[config.mk]
export PLATFORM = sky130hd
export DESIGN_NAME = chacha_ksg_ctrl_flat
export DESIGN_NICKNAME = d
export VERILOG_FILES = /design/src/rtl/chacha_ksg_ctrl_pkg.sv /design/src/rtl/chacha_ksg_ctrl_if.sv /design/src/rtl/chacha_ksg_ctrl_cfg_regs.sv /design/src/rtl/chacha_ksg_ctrl.sv /design/src/flat_wrapper.sv
export SDC_FILE = /design/constraint.sdc
export NUM_CORES = 1
export LEC_CHECK = 0
export CELL_PAD_IN_SITES_DETAIL_PLACEMENT = 1
export CELL_PAD_IN_SITES_GLOBAL_PLACEMENT = 1
export CORE_UTILIZATION = 32
export DETAILED_ROUTE_END_ITERATION = 8
export GPL_TIMING_DRIVEN = 0
export HOLD_SLACK_MARGIN = 0.08
export PLACE_DENSITY = 0.9
export RECOVER_POWER = 100
export SETUP_SLACK_MARGIN = 0.3
export SYNTH_ARGS = -nofsm -noshare
export SYNTH_HDL_FRONTEND = slang
export SYNTH_HIERARCHICAL = 1
export SYNTH_SLANG_ARGS = --single-unit
[constraint.sdc]
create_clock -name clk -period 1.79 [get_ports clk]
set_clock_uncertainty 0.1 [all_clocks]
set_input_delay 0.537 -clock clk [delete_from_list [all_inputs] [get_ports clk]]
set_output_delay 0.537 -clock clk [all_outputs]
set_load 0.02 [all_outputs]
[src/rtl/chacha_ksg_ctrl_pkg.sv]
// ---------------------------------------------------------------------------
// chacha_ksg_ctrl_pkg
// Shared definitions for the ChaCha keystream-generator sequencing controller:
//   - controller state encoding
//   - field widths of the small-scale ChaCha configuration and data word
//   - keystream word packing order (final_out1 occupies the top nibble)
// ---------------------------------------------------------------------------
package chacha_ksg_ctrl_pkg;

  localparam int unsigned CONST_W   = 4;
  localparam int unsigned KEY_W     = 8;
  localparam int unsigned CTR_W     = 2;
  localparam int unsigned NONCE_W   = 2;
  localparam int unsigned WORD_W    = 16;
  localparam int unsigned KS_LANE_W = 4;
  localparam int unsigned KS_LANES  = WORD_W / KS_LANE_W;

  typedef enum logic [2:0] {
    IDLE      = 3'd0,
    READY     = 3'd1,
    GEN       = 3'd2,
    OUT       = 3'd3,
    EXHAUSTED = 3'd4
  } state_t;

  // Packs the four ksg lanes into one keystream word; lane 1 lands in 15:12.
  function automatic logic [WORD_W-1:0] ks_pack(
    input logic [KS_LANE_W-1:0] out1,
    input logic [KS_LANE_W-1:0] out2,
    input logic [KS_LANE_W-1:0] out3,
    input logic [KS_LANE_W-1:0] out4
  );
    return {out1, out2, out3, out4};
  endfunction

  // Extracts ksg lane 1..4 from a packed keystream word.
  function automatic logic [KS_LANE_W-1:0] ks_lane(
    input logic [WORD_W-1:0] ks,
    input int unsigned       lane
  );
    logic [KS_LANE_W-1:0] lane_s;
    case (lane)
      1:       lane_s = ks[15:12];
      2:       lane_s = ks[11:8];
      3:       lane_s = ks[7:4];
      4:       lane_s = ks[3:0];
      default: lane_s = {KS_LANE_W{1'b0}};
    endcase
    return lane_s;
  endfunction

endpackage

[src/rtl/chacha_ksg_ctrl_if.sv]
// ---------------------------------------------------------------------------
// chacha_ksg_ctrl_if
// Host-side streams of the ChaCha controller:
//   cfg  : cfg_valid/cfg_ready handshake carrying constant, key, nonce
//   in   : plaintext word stream in_valid/in_ready/in_data
//   out  : ciphertext stream out_valid/out_ready/out_data plus out_ctr
// Modports:
//   master : host side (offers config and plaintext, sinks ciphertext)
//   slave  : controller side
// ---------------------------------------------------------------------------
interface chacha_ksg_ctrl_if;
  import chacha_ksg_ctrl_pkg::*;

  logic               cfg_valid;
  logic               cfg_ready;
  logic [CONST_W-1:0] cfg_constant;
  logic [KEY_W-1:0]   cfg_key;
  logic [NONCE_W-1:0] cfg_nonce;

  logic               in_valid;
  logic               in_ready;
  logic [WORD_W-1:0]  in_data;

  logic               out_valid;
  logic               out_ready;
  logic [WORD_W-1:0]  out_data;
  logic [CTR_W-1:0]   out_ctr;

  modport master (
    output cfg_valid, cfg_constant, cfg_key, cfg_nonce,
    output in_valid, in_data,
    output out_ready,
    input  cfg_ready, in_ready,
    input  out_valid, out_data, out_ctr
  );

  modport slave (
    input  cfg_valid, cfg_constant, cfg_key, cfg_nonce,
    input  in_valid, in_data,
    input  out_ready,
    output cfg_ready, in_ready,
    output out_valid, out_data, out_ctr
  );

endinterface

[src/rtl/chacha_ksg_ctrl_cfg_regs.sv]
// ---------------------------------------------------------------------------
// chacha_ksg_ctrl_cfg_regs
// Configuration register bank for the ChaCha controller.
// Ports:
//   clk, rst          : clock, synchronous active-high reset
//   wr_en             : configuration handshake strobe
//   wr_constant/key/nonce : configuration offered by the host
//   cfg_constant_r/cfg_key_r/cfg_nonce_r : latched configuration (to ksg)
//   keyed_r           : set once any configuration has been latched
// ---------------------------------------------------------------------------
module chacha_ksg_ctrl_cfg_regs
  import chacha_ksg_ctrl_pkg::*;
(
  input  logic               clk,
  input  logic               rst,
  input  logic               wr_en,
  input  logic [CONST_W-1:0] wr_constant,
  input  logic [KEY_W-1:0]   wr_key,
  input  logic [NONCE_W-1:0] wr_nonce,
  output logic [CONST_W-1:0] cfg_constant_r,
  output logic [KEY_W-1:0]   cfg_key_r,
  output logic [NONCE_W-1:0] cfg_nonce_r,
  output logic               keyed_r
);

  // Latch the configuration on each accepted handshake; keyed stays set until reset.
  always_ff @(posedge clk) begin
    if (rst) begin
      cfg_constant_r <= {CONST_W{1'b0}};
      cfg_key_r      <= {KEY_W{1'b0}};
      cfg_nonce_r    <= {NONCE_W{1'b0}};
      keyed_r        <= 1'b0;
    end else if (wr_en) begin
      cfg_constant_r <= wr_constant;
      cfg_key_r      <= wr_key;
      cfg_nonce_r    <= wr_nonce;
      keyed_r        <= 1'b1;
    end else begin
      cfg_constant_r <= cfg_constant_r;
      cfg_key_r      <= cfg_key_r;
      cfg_nonce_r    <= cfg_nonce_r;
      keyed_r        <= keyed_r;
    end
  end

endmodule

[src/rtl/chacha_ksg_ctrl.sv]
// ---------------------------------------------------------------------------
// chacha_ksg_ctrl
// Sequencing controller for the combinational ChaCha keystream generator.
// Holds key/constant/nonce, drives the block counter into ksg, XORs each
// accepted plaintext word with the sampled keystream and emits ciphertext.
// Only MAX_BLOCKS words are allowed per configuration (counter exhaustion).
// Ports:
//   clk, rst      : clock, synchronous active-high reset
//   bus (slave)   : cfg / plaintext / ciphertext streams
//   ksg_constant, ksg_key, ksg_counter, ksg_nonce : inputs of the ksg
//   ksg_ks        : packed keystream from ksg (lane 1 in bits 15:12)
//   keyed         : a configuration is loaded
//   exhausted     : all block counters of this configuration consumed
// Parameters:
//   KS_WAIT    : cycles ksg inputs are held stable before sampling (1..7)
//   MAX_BLOCKS : blocks per configuration (2**CTR_W)
// Build option:
//   CHACHA_CTR_WRAP_EN : counter wraps to 0 after the last block instead of
//                        exhausting; exhausted stays 0 (characterisation only)
// ---------------------------------------------------------------------------
module chacha_ksg_ctrl
  import chacha_ksg_ctrl_pkg::*;
#(
  parameter int unsigned KS_WAIT    = 1,
  parameter int unsigned MAX_BLOCKS = 4
) (
  input  logic               clk,
  input  logic               rst,
  chacha_ksg_ctrl_if.slave   bus,
  output logic [CONST_W-1:0] ksg_constant,
  output logic [KEY_W-1:0]   ksg_key,
  output logic [CTR_W-1:0]   ksg_counter,
  output logic [NONCE_W-1:0] ksg_nonce,
  input  logic [WORD_W-1:0]  ksg_ks,
  output logic               keyed,
  output logic               exhausted
);

  localparam int unsigned          WAIT_W    = 3;
  localparam logic [WAIT_W-1:0]    WAIT_LOAD = WAIT_W'(KS_WAIT);
  localparam logic [WAIT_W-1:0]    WAIT_ONE  = 3'd1;
  localparam logic [CTR_W-1:0]     CTR_LAST  = CTR_W'(MAX_BLOCKS - 1);
  localparam logic [CTR_W-1:0]     CTR_ONE   = 2'd1;

  state_t             state_r;
  logic [CTR_W-1:0]   ctr_r;
  logic [WORD_W-1:0]  in_reg_r;
  logic [WORD_W-1:0]  out_data_r;
  logic [CTR_W-1:0]   out_ctr_r;
  logic               out_valid_r;
  logic               exhausted_r;
  logic [WAIT_W-1:0]  wait_r;

  logic               cfg_ready_s;
  logic               in_ready_s;
  logic               cfg_hs_s;
  logic               in_hs_s;

  logic [CONST_W-1:0] cfg_constant_r;
  logic [KEY_W-1:0]   cfg_key_r;
  logic [NONCE_W-1:0] cfg_nonce_r;
  logic               keyed_r;

  chacha_ksg_ctrl_cfg_regs u_cfg_regs (
    .clk            (clk),
    .rst            (rst),
    .wr_en          (cfg_hs_s),
    .wr_constant    (bus.cfg_constant),
    .wr_key         (bus.cfg_key),
    .wr_nonce       (bus.cfg_nonce),
    .cfg_constant_r (cfg_constant_r),
    .cfg_key_r      (cfg_key_r),
    .cfg_nonce_r    (cfg_nonce_r),
    .keyed_r        (keyed_r)
  );

  // Handshake readiness; a config offered in READY blocks plaintext that cycle.
  always_comb begin
    cfg_ready_s = 1'b0;
    in_ready_s  = 1'b0;
    case (state_r)
      IDLE:      cfg_ready_s = 1'b1;
      READY: begin
        cfg_ready_s = 1'b1;
        in_ready_s  = ~bus.cfg_valid;
      end
      EXHAUSTED: cfg_ready_s = 1'b1;
      GEN:       cfg_ready_s = 1'b0;
      OUT:       cfg_ready_s = 1'b0;
      default: begin
        cfg_ready_s = 1'b0;
        in_ready_s  = 1'b0;
      end
    endcase
  end

  assign cfg_hs_s = bus.cfg_valid & cfg_ready_s;
  assign in_hs_s  = bus.in_valid & in_ready_s;

  // Controller FSM with its registered outputs.
  // GEN samples the keystream on the edge after the wait counter has run out,
  // so out_valid rises KS_WAIT+1 edges after the input handshake.
  always_ff @(posedge clk) begin
    if (rst) begin
      state_r     <= IDLE;
      ctr_r       <= {CTR_W{1'b0}};
      in_reg_r    <= {WORD_W{1'b0}};
      out_data_r  <= {WORD_W{1'b0}};
      out_ctr_r   <= {CTR_W{1'b0}};
      out_valid_r <= 1'b0;
      exhausted_r <= 1'b0;
      wait_r      <= {WAIT_W{1'b0}};
    end else begin
      case (state_r)
        IDLE: begin
          if (cfg_hs_s) begin
            ctr_r       <= {CTR_W{1'b0}};
            exhausted_r <= 1'b0;
            state_r     <= READY;
          end
        end
        READY: begin
          if (cfg_hs_s) begin
            ctr_r       <= {CTR_W{1'b0}};
            exhausted_r <= 1'b0;
            state_r     <= READY;
          end else if (in_hs_s) begin
            in_reg_r <= bus.in_data;
            wait_r   <= WAIT_LOAD;
            state_r  <= GEN;
          end
        end
        GEN: begin
          if (wait_r == {WAIT_W{1'b0}}) begin
            out_data_r  <= in_reg_r ^ ksg_ks;
            out_ctr_r   <= ctr_r;
            out_valid_r <= 1'b1;
            state_r     <= OUT;
          end else begin
            wait_r <= wait_r - WAIT_ONE;
          end
        end
        OUT: begin
          if (bus.out_ready) begin
            out_valid_r <= 1'b0;
            if (ctr_r == CTR_LAST) begin
`ifdef CHACHA_CTR_WRAP_EN
              ctr_r   <= {CTR_W{1'b0}};
              state_r <= READY;
`else
              // Counter held at the last block; only a new config recovers.
              exhausted_r <= 1'b1;
              state_r     <= EXHAUSTED;
`endif
            end else begin
              ctr_r   <= ctr_r + CTR_ONE;
              state_r <= READY;
            end
          end
        end
        EXHAUSTED: begin
          if (cfg_hs_s) begin
            ctr_r       <= {CTR_W{1'b0}};
            exhausted_r <= 1'b0;
            state_r     <= READY;
          end
        end
        default: begin
          state_r     <= IDLE;
          out_valid_r <= 1'b0;
        end
      endcase
    end
  end

  assign bus.cfg_ready = cfg_ready_s;
  assign bus.in_ready  = in_ready_s;
  assign bus.out_valid = out_valid_r;
  assign bus.out_data  = out_data_r;
  assign bus.out_ctr   = out_ctr_r;

  assign ksg_constant = cfg_constant_r;
  assign ksg_key      = cfg_key_r;
  assign ksg_counter  = ctr_r;
  assign ksg_nonce    = cfg_nonce_r;

  assign keyed     = keyed_r;
  assign exhausted = exhausted_r;

endmodule
[src/flat_wrapper.sv]
// flat-port wrapper written by rule: the top's interface ports become plain ports
module chacha_ksg_ctrl_flat import chacha_ksg_ctrl_pkg::*;
#(
  parameter int unsigned KS_WAIT    = 1,
  parameter int unsigned MAX_BLOCKS = 4
)
  (clk, rst, ksg_constant, ksg_key, ksg_counter, ksg_nonce, ksg_ks, keyed, exhausted, bus_cfg_valid, bus_cfg_constant, bus_cfg_key, bus_cfg_nonce, bus_in_valid, bus_in_data, bus_out_ready, bus_cfg_ready, bus_in_ready, bus_out_valid, bus_out_data, bus_out_ctr);
  chacha_ksg_ctrl_if bus_i ();
  input  logic clk;
  input  logic rst;
  output logic [CONST_W-1:0] ksg_constant;
  output logic [KEY_W-1:0] ksg_key;
  output logic [CTR_W-1:0] ksg_counter;
  output logic [NONCE_W-1:0] ksg_nonce;
  input  logic [WORD_W-1:0] ksg_ks;
  output logic keyed;
  output logic exhausted;
  input wire logic [$bits(bus_i.cfg_valid)-1:0] bus_cfg_valid;
  input wire logic [$bits(bus_i.cfg_constant)-1:0] bus_cfg_constant;
  input wire logic [$bits(bus_i.cfg_key)-1:0] bus_cfg_key;
  input wire logic [$bits(bus_i.cfg_nonce)-1:0] bus_cfg_nonce;
  input wire logic [$bits(bus_i.in_valid)-1:0] bus_in_valid;
  input wire logic [$bits(bus_i.in_data)-1:0] bus_in_data;
  input wire logic [$bits(bus_i.out_ready)-1:0] bus_out_ready;
  output wire logic [$bits(bus_i.cfg_ready)-1:0] bus_cfg_ready;
  output wire logic [$bits(bus_i.in_ready)-1:0] bus_in_ready;
  output wire logic [$bits(bus_i.out_valid)-1:0] bus_out_valid;
  output wire logic [$bits(bus_i.out_data)-1:0] bus_out_data;
  output wire logic [$bits(bus_i.out_ctr)-1:0] bus_out_ctr;
  assign bus_i.cfg_valid = bus_cfg_valid;
  assign bus_i.cfg_constant = bus_cfg_constant;
  assign bus_i.cfg_key = bus_cfg_key;
  assign bus_i.cfg_nonce = bus_cfg_nonce;
  assign bus_i.in_valid = bus_in_valid;
  assign bus_i.in_data = bus_in_data;
  assign bus_i.out_ready = bus_out_ready;
  assign bus_cfg_ready = bus_i.cfg_ready;
  assign bus_in_ready = bus_i.in_ready;
  assign bus_out_valid = bus_i.out_valid;
  assign bus_out_data = bus_i.out_data;
  assign bus_out_ctr = bus_i.out_ctr;
  chacha_ksg_ctrl #(.KS_WAIT(KS_WAIT), .MAX_BLOCKS(MAX_BLOCKS)) u_core (.clk(clk), .rst(rst), .bus(bus_i), .ksg_constant(ksg_constant), .ksg_key(ksg_key), .ksg_counter(ksg_counter), .ksg_nonce(ksg_nonce), .ksg_ks(ksg_ks), .keyed(keyed), .exhausted(exhausted));
endmodule
After elaboration in Yosys (flattened, before gate mapping)
Index checks and enable logic that the tools add are counted.
- flip-flop bits (word level): 59
- latch bits: 0
- RAM bits: 0
- bits in read-only memories: 0
- input port bits: 51
- logic and storage cells: 72
- memories kept: 0
- $add $sub $neg: 2
- multiply operators: 0
- div/mod/pow operators: 0
- order comparisons: 0
- equality and inequality tests: 15
- shift-type cells: 0
- mux-type cells: 24
- bitwise operators: 6
- reductions and logical operators: 13
- operators by type and width (operator ; number):
    $mux W3 ; 9
    $reduce_and A4 Y1 ; 4
    $xor A16 B16 Y16 ; 1
    $pmux W3 S4 ; 1
    $ne A2 B1 Y1 const B ; 5
    $ne A2 B2 Y1 const B ; 4
    $mux W1 ; 7
    $eq A3 B2 Y1 const B ; 2
    $logic_not A3 Y1 ; 2
    $mux W2 ; 3
    $pmux W3 S2 ; 1
    $reduce_and A3 Y1 ; 2
    $pmux W2 S2 ; 1
    $reduce_bool A2 Y1 ; 2
    $eq A3 B1 Y1 const B ; 1
    $eq A3 B3 Y1 const B ; 1
    $ne A3 B1 Y1 const B ; 1
    $not A1 Y1 ; 3
    $pmux W1 S3 ; 1
    $reduce_or A3 Y1 ; 1
    $sub A3 B1 Y3 const B ; 1
    $add A2 B1 Y2 const B ; 1
    $and A1 B1 Y1 ; 2
    $eq A2 B2 Y1 const B ; 1
    other kinds (3) ; 3

Depth between registers and ports, before layout
- depth in word-level cells: 6
- gate-level depth with buffers: 8
- depth with buffers taken out: 7

Hierarchy
Netlist, hierarchy kept.
- modules (own cells, without submodules) (module ; instances ; cells each ; area each (um2)):
    chacha_ksg_ctrl ; 1 ; 219 ; 1878.1
    chacha_ksg_ctrl_cfg_regs ; 1 ; 48 ; 536.8

Least setup slack after synthesis
Ideal clock, no wire load.
- path kind: input -> register
- start: input bus_cfg_valid
- end: register u_core.in_reg_r[6]
- setup time: 0.132 ns
- arrival: 1.547 ns
- required time: 1.558 ns
- slack: 0.010 ns
- stages on the path: 5
- path through: nor4b_4 > nand2_1 > clkbuf_1 > nand2_1 > a21oi_1
- cells in the longest elaborated chain, start to end: 4
- elaborated cells between the ends (all ways): 6
- classes of those cells: 1 x mux; 4 x bitwise; 1 x reduce/logical
- RTL lines (item ; RTL line ; text):
    from (decl) ; flat_wrapper.sv:18 ; input wire logic [$bits(bus_i.cfg_valid)-1:0] bus_cfg_valid;
    $not A1 Y1 ; chacha_ksg_ctrl.sv:85 ; in_ready_s = ~bus.cfg_valid;
    $mux W1 ; chacha_ksg_ctrl.sv:81 ; case (state_r)
    $and A1 B1 Y1 ; chacha_ksg_ctrl.sv:98 ; assign in_hs_s = bus.in_valid & in_ready_s;
    $reduce_and A3 Y1 (no source line) * ; n/a ;
    to (signal assigned) ; chacha_ksg_ctrl.sv:107 ; in_reg_r <= {WORD_W{1'b0}};
    to (signal assigned) ; chacha_ksg_ctrl.sv:128 ; in_reg_r <= bus.in_data;
    to (decl) ; chacha_ksg_ctrl.sv:47 ; logic [WORD_W-1:0] in_reg_r;
Every way passes the cells marked *; elsewhere a longest branch is shown, timed or not.
A chain may end at the register's enable or synchronous reset.

Worst setup path in the final report
- start: register u_core.wait_r[1]
- end: register u_core.out_data_r[13] (netlist: u_core/bus.out_data[13])
- cells in the longest elaborated chain, start to end: 2
- RTL lines (item ; RTL line ; text):
    from (decl) ; chacha_ksg_ctrl.sv:52 ; logic [WAIT_W-1:0] wait_r;
    from (signal assigned) ; chacha_ksg_ctrl.sv:112 ; wait_r <= {WAIT_W{1'b0}};
    from (signal assigned) ; chacha_ksg_ctrl.sv:140 ; wait_r <= wait_r - WAIT_ONE;
    $logic_not A3 Y1 ; chacha_ksg_ctrl.sv:134 ; if (wait_r == {WAIT_W{1'b0}}) begin
    $reduce_and A2 Y1 (no source line) ; n/a ;
    to (signal assigned) ; chacha_ksg_ctrl.sv:108 ; out_data_r <= {WORD_W{1'b0}};
    to (signal assigned) ; chacha_ksg_ctrl.sv:135 ; out_data_r <= in_reg_r ^ ksg_ks;
    to (decl) ; chacha_ksg_ctrl.sv:48 ; logic [WORD_W-1:0] out_data_r;
Every way passes these cells.

==> metrics <==
Clock Sinks=59; Pins Over Slew Limit=0; RSZ-0062 raised after global routing=true; slowest CP cell=dfxtp_2; worst-margin pin slew=0.380 ns; Area Overhead vs Synth=108%; synthesized area per cell=around 9 um^2; grt total ovfl=0; Clock Latency Late Sink=0.36 ns; Post-Syn Instances=267; number of stages on the worst setup path=10; number of global-route vias before repair=3022; cts hold-fix bufs=0; Final Hold Vio Count=0; post-synthesis sequential area ratio=about half; Setup TNS=-0.582 ns; Critical R2R Capture=u_core/bus.out_data[13]$_SDFFE_PP0P_; outcome=finished with violations; clock-pin transition on the worst setup and hold timing paths=0.09 ns; Tot GR Track Use=31.0%; io pins=90; Worst Path Required=slightly below 2 ns; crit path kind=flip-flop to flip-flop; CP Max Fanout=5; crit path DAT=2.05 ns; Core ar.=0.00729 mm^2; placed insts=455; commonest non-fill, non-tap cell in the layout=buf_4; Initial Util=33.1%; initial antenna violation count=0; failing checks=setup timing; Yosys reg bits=59; post-DR vias/cell=5.41; final instance count without filler cells=537; Die X-Extent=88.9 um; crit path buf inv count=4; post-DP HPWL=5.60 mm; worst hold path class=flip-flop to flip-flop; Syn Nets=321; Via Count=approximately 2900; FF-to-FF Start=u_core/wait_r[1]$_SDFFE_PP0P_; Routed wire per std cell=27.9 um; Hold Worst Slack=0.389 ns; # rows=31; pre-CTS WS=-0.954 ns; maximum vdd drop=861 uV; Detailed Routing Iterations Pass 1=4; type of destination of the critical path=flip-flop; Critical Path Start Type=flip-flop; fillcell total=742; Num CTS Buffers=9; share of layout cells above drive strength 1=62.6%; CP cell instances=inv_2 -> ha_4 -> ha_4 -> nand2b_4 -> nor2_4 -> buf_6 -> buf_6 -> buf_12 -> nor2_4 -> a211oi_2; r2r setup slk=-0.10 ns; final core occ=69.0%; port bufs=a little under 90; synth warn=6; Final setup viols=14; leak pwr=between 0.002 and 0.0025 uW; die height=about 90 um; first-pass GRT wire length=~17 mm; initial DRC count=roughly 130; GP Congestion=around 0.8; CTS tree=built; final worst-path setup slack=-0.102 ns; clock buffer depth=2; Achievable Freq=0.529 GHz; CP startpoint=u_core/wait_r[1]$_SDFFE_PP0P_; Max-Cap Viols=0; Residual DRC=0; Min Clock Period, post-route=about 1.9 ns; post-detailed-route count of antenna-violating nets=0; Nets=a little under 500; largest stage delay on the critical path=0.35 ns; # H-tree levels=3; commonest cells after routing, fill and taps aside=52 x buf_4, 46 x clkdlybuf4s50_1, 46 x buf_6, 27 x dfxtp_2, 23 x nor2_1; worst rel slew slack=74.5%; period utilisation layout=106%; Critical Path Sink=u_core/bus.out_data[13]$_SDFFE_PP0P_; mapped cell area=0.00241 mm^2; Ant. Diodes=0; Post-Route WL=15.0 mm; CTS root buf=clkbuf_8; Die Footprint=around 0.008 mm^2; Power Density=between 700 and 800 mW/mm^2; Register-to-Register Path Depth=10; largest net degree at the start of global routing=12; CP top delay family=buffers and inverters; synth unique cells=33
-- kinds of logic (layout without fill, tap and decap cells) --
family / count (synthesis) / after routing / share of synthesized area [%]
and+or+nand+nor: 99 / 99 / 18.4
buffers and inverters: 22 / 193 / 4.92
xor gates and xnor gates: 16 / 16 / 5.80
adders and majority gates: 3 / 3 / 1.55
AOI/OAI and AO/OA: 51 / 51 / 13.4
DFF: 59 / 59 / 48.9
muxes: 17 / 17 / 7.05
-- cells in the mapped netlist, drive strengths merged --
cell / instances / share of area, %
nand2: 38 / 5.9
or2: 1 / 0.26
nor4b: 1 / 0.98
mux2i: 17 / 7.0
or3: 1 / 0.26
and2: 1 / 0.26
nor2b: 2 / 0.52
a21oi: 24 / 5.0
a32oi: 1 / 0.36
o2111ai: 1 / 0.36
ha: 3 / 1.6
nor3b: 1 / 0.31
o41ai: 1 / 0.36
nand3: 4 / 0.83
nand4: 1 / 0.26
o31a: 1 / 0.36
xnor2: 16 / 5.8
nor3: 4 / 0.83
buf: 8 / 2.7
o211ai: 2 / 0.62
nand2b: 5 / 1.3
nor2: 39 / 6.4
a211oi: 17 / 5.3
inv: 5 / 0.78
dfxtp: 59 / 49
or4: 1 / 0.31
a41o: 1 / 0.41
o21ai: 3 / 0.62
clkbuf: 9 / 1.4
-- sequential cells by signal, summed over array words and instances (netlist names) --
signal and count:
u_core/exhausted 1, u_core/wait_r 3, u_core/u_cfg_regs/cfg_key_r 8, u_core/ksg_counter 2
u_core/u_cfg_regs/cfg_nonce_r 2, u_core/u_cfg_regs/cfg_constant_r 4, u_core/u_cfg_regs/keyed_r 1, u_core/bus.out_data 16
u_core/bus.out_valid 1, u_core/state_r 3, u_core/bus.out_ctr 2, u_core/in_reg_r 16
-- through the flow --
stage | area, um^2 | power (uW)
2_1_floorplan | 2490 | 1730
3_3_place_gp | 3510 | 1980
3_5_place_dp | 3510 | 2010
4_1_cts | 4580 | 3550
5_1_grt | 5030 | 3920
6_report | 5030 | 3830
-- worst register-to-register path, stage by stage, from the launching register on --
cell and delay [ns]:
dfxtp_2 0.35, inv_2 0.08, ha_4 0.16, ha_4 0.18
nand2b_4 0.07, nor2_4 0.21, buf_6 0.14, buf_6 0.09
buf_12 0.13, nor2_4 0.05, a211oi_2 0.22
-- report_power, final --
| group | internal, uW | total, uW | switching [uW] |
|---|---|---|---|
| sequential | 1370 | 1430 | 59.6 |
| clock | 779 | 1430 | 654 |
| combinational | 495 | 967 | 472 |
-- worst min path at each step --
stage,startpoint,endpoint,slack (ns),depth (start not counted)
finish,u_core/u_cfg_regs/keyed_r$_SDFFE_PP0P_,u_core/u_cfg_regs/keyed_r$_SDFFE_PP0P_,0.39,2
floorplan,u_core/wait_r[0]$_SDFFE_PP0P_,u_core/wait_r[0]$_SDFFE_PP0P_,0.34,1
CTS,u_core/wait_r[2]$_SDFFE_PP0P_,u_core/wait_r[2]$_SDFFE_PP0P_,0.38,2
global placement,u_core/in_reg_r[0]$_SDFFE_PP0P_,u_core/in_reg_r[0]$_SDFFE_PP0P_,0.35,2
detailed placement,u_core/u_cfg_regs/keyed_r$_SDFFE_PP0P_,u_core/u_cfg_regs/keyed_r$_SDFFE_PP0P_,0.36,2
global route,u_core/u_cfg_regs/keyed_r$_SDFFE_PP0P_,u_core/u_cfg_regs/keyed_r$_SDFFE_PP0P_,0.41,2
-- timing repair --
| item | 4_1_cts | 5_1_grt |
|---|---|---|
| gates cloned | 5 | 0 |
| buffers inserted | 35 | 26 |
| pin swaps | 51 | 12 |
| setup endpoints to repair | 98 | 93 |
| gates resized for setup | 367 | 78 |
-- routing by layer --
layer	wire length [um]	GRT usage, %
met5	0	0
met4	952	18.8
met2	7800	58.6
met1	5250	29.6
met3	973	8.86
-- cell type report --
type                       count  area (um^2)  share of cell area (%)
multi-input combinational    186         1640                    32.5
timing repair buffer         155         1550                    30.8
sequential                    59         1260                    25.0
buffer                        17          224                    4.45
clock buffer                   9          124                    2.46
tap                           99          124                    2.46
clock inverter                 7         92.6                    1.84
inverter                       5         18.8                   0.373
No activity file was read; power rests on OpenSTA's default activity.
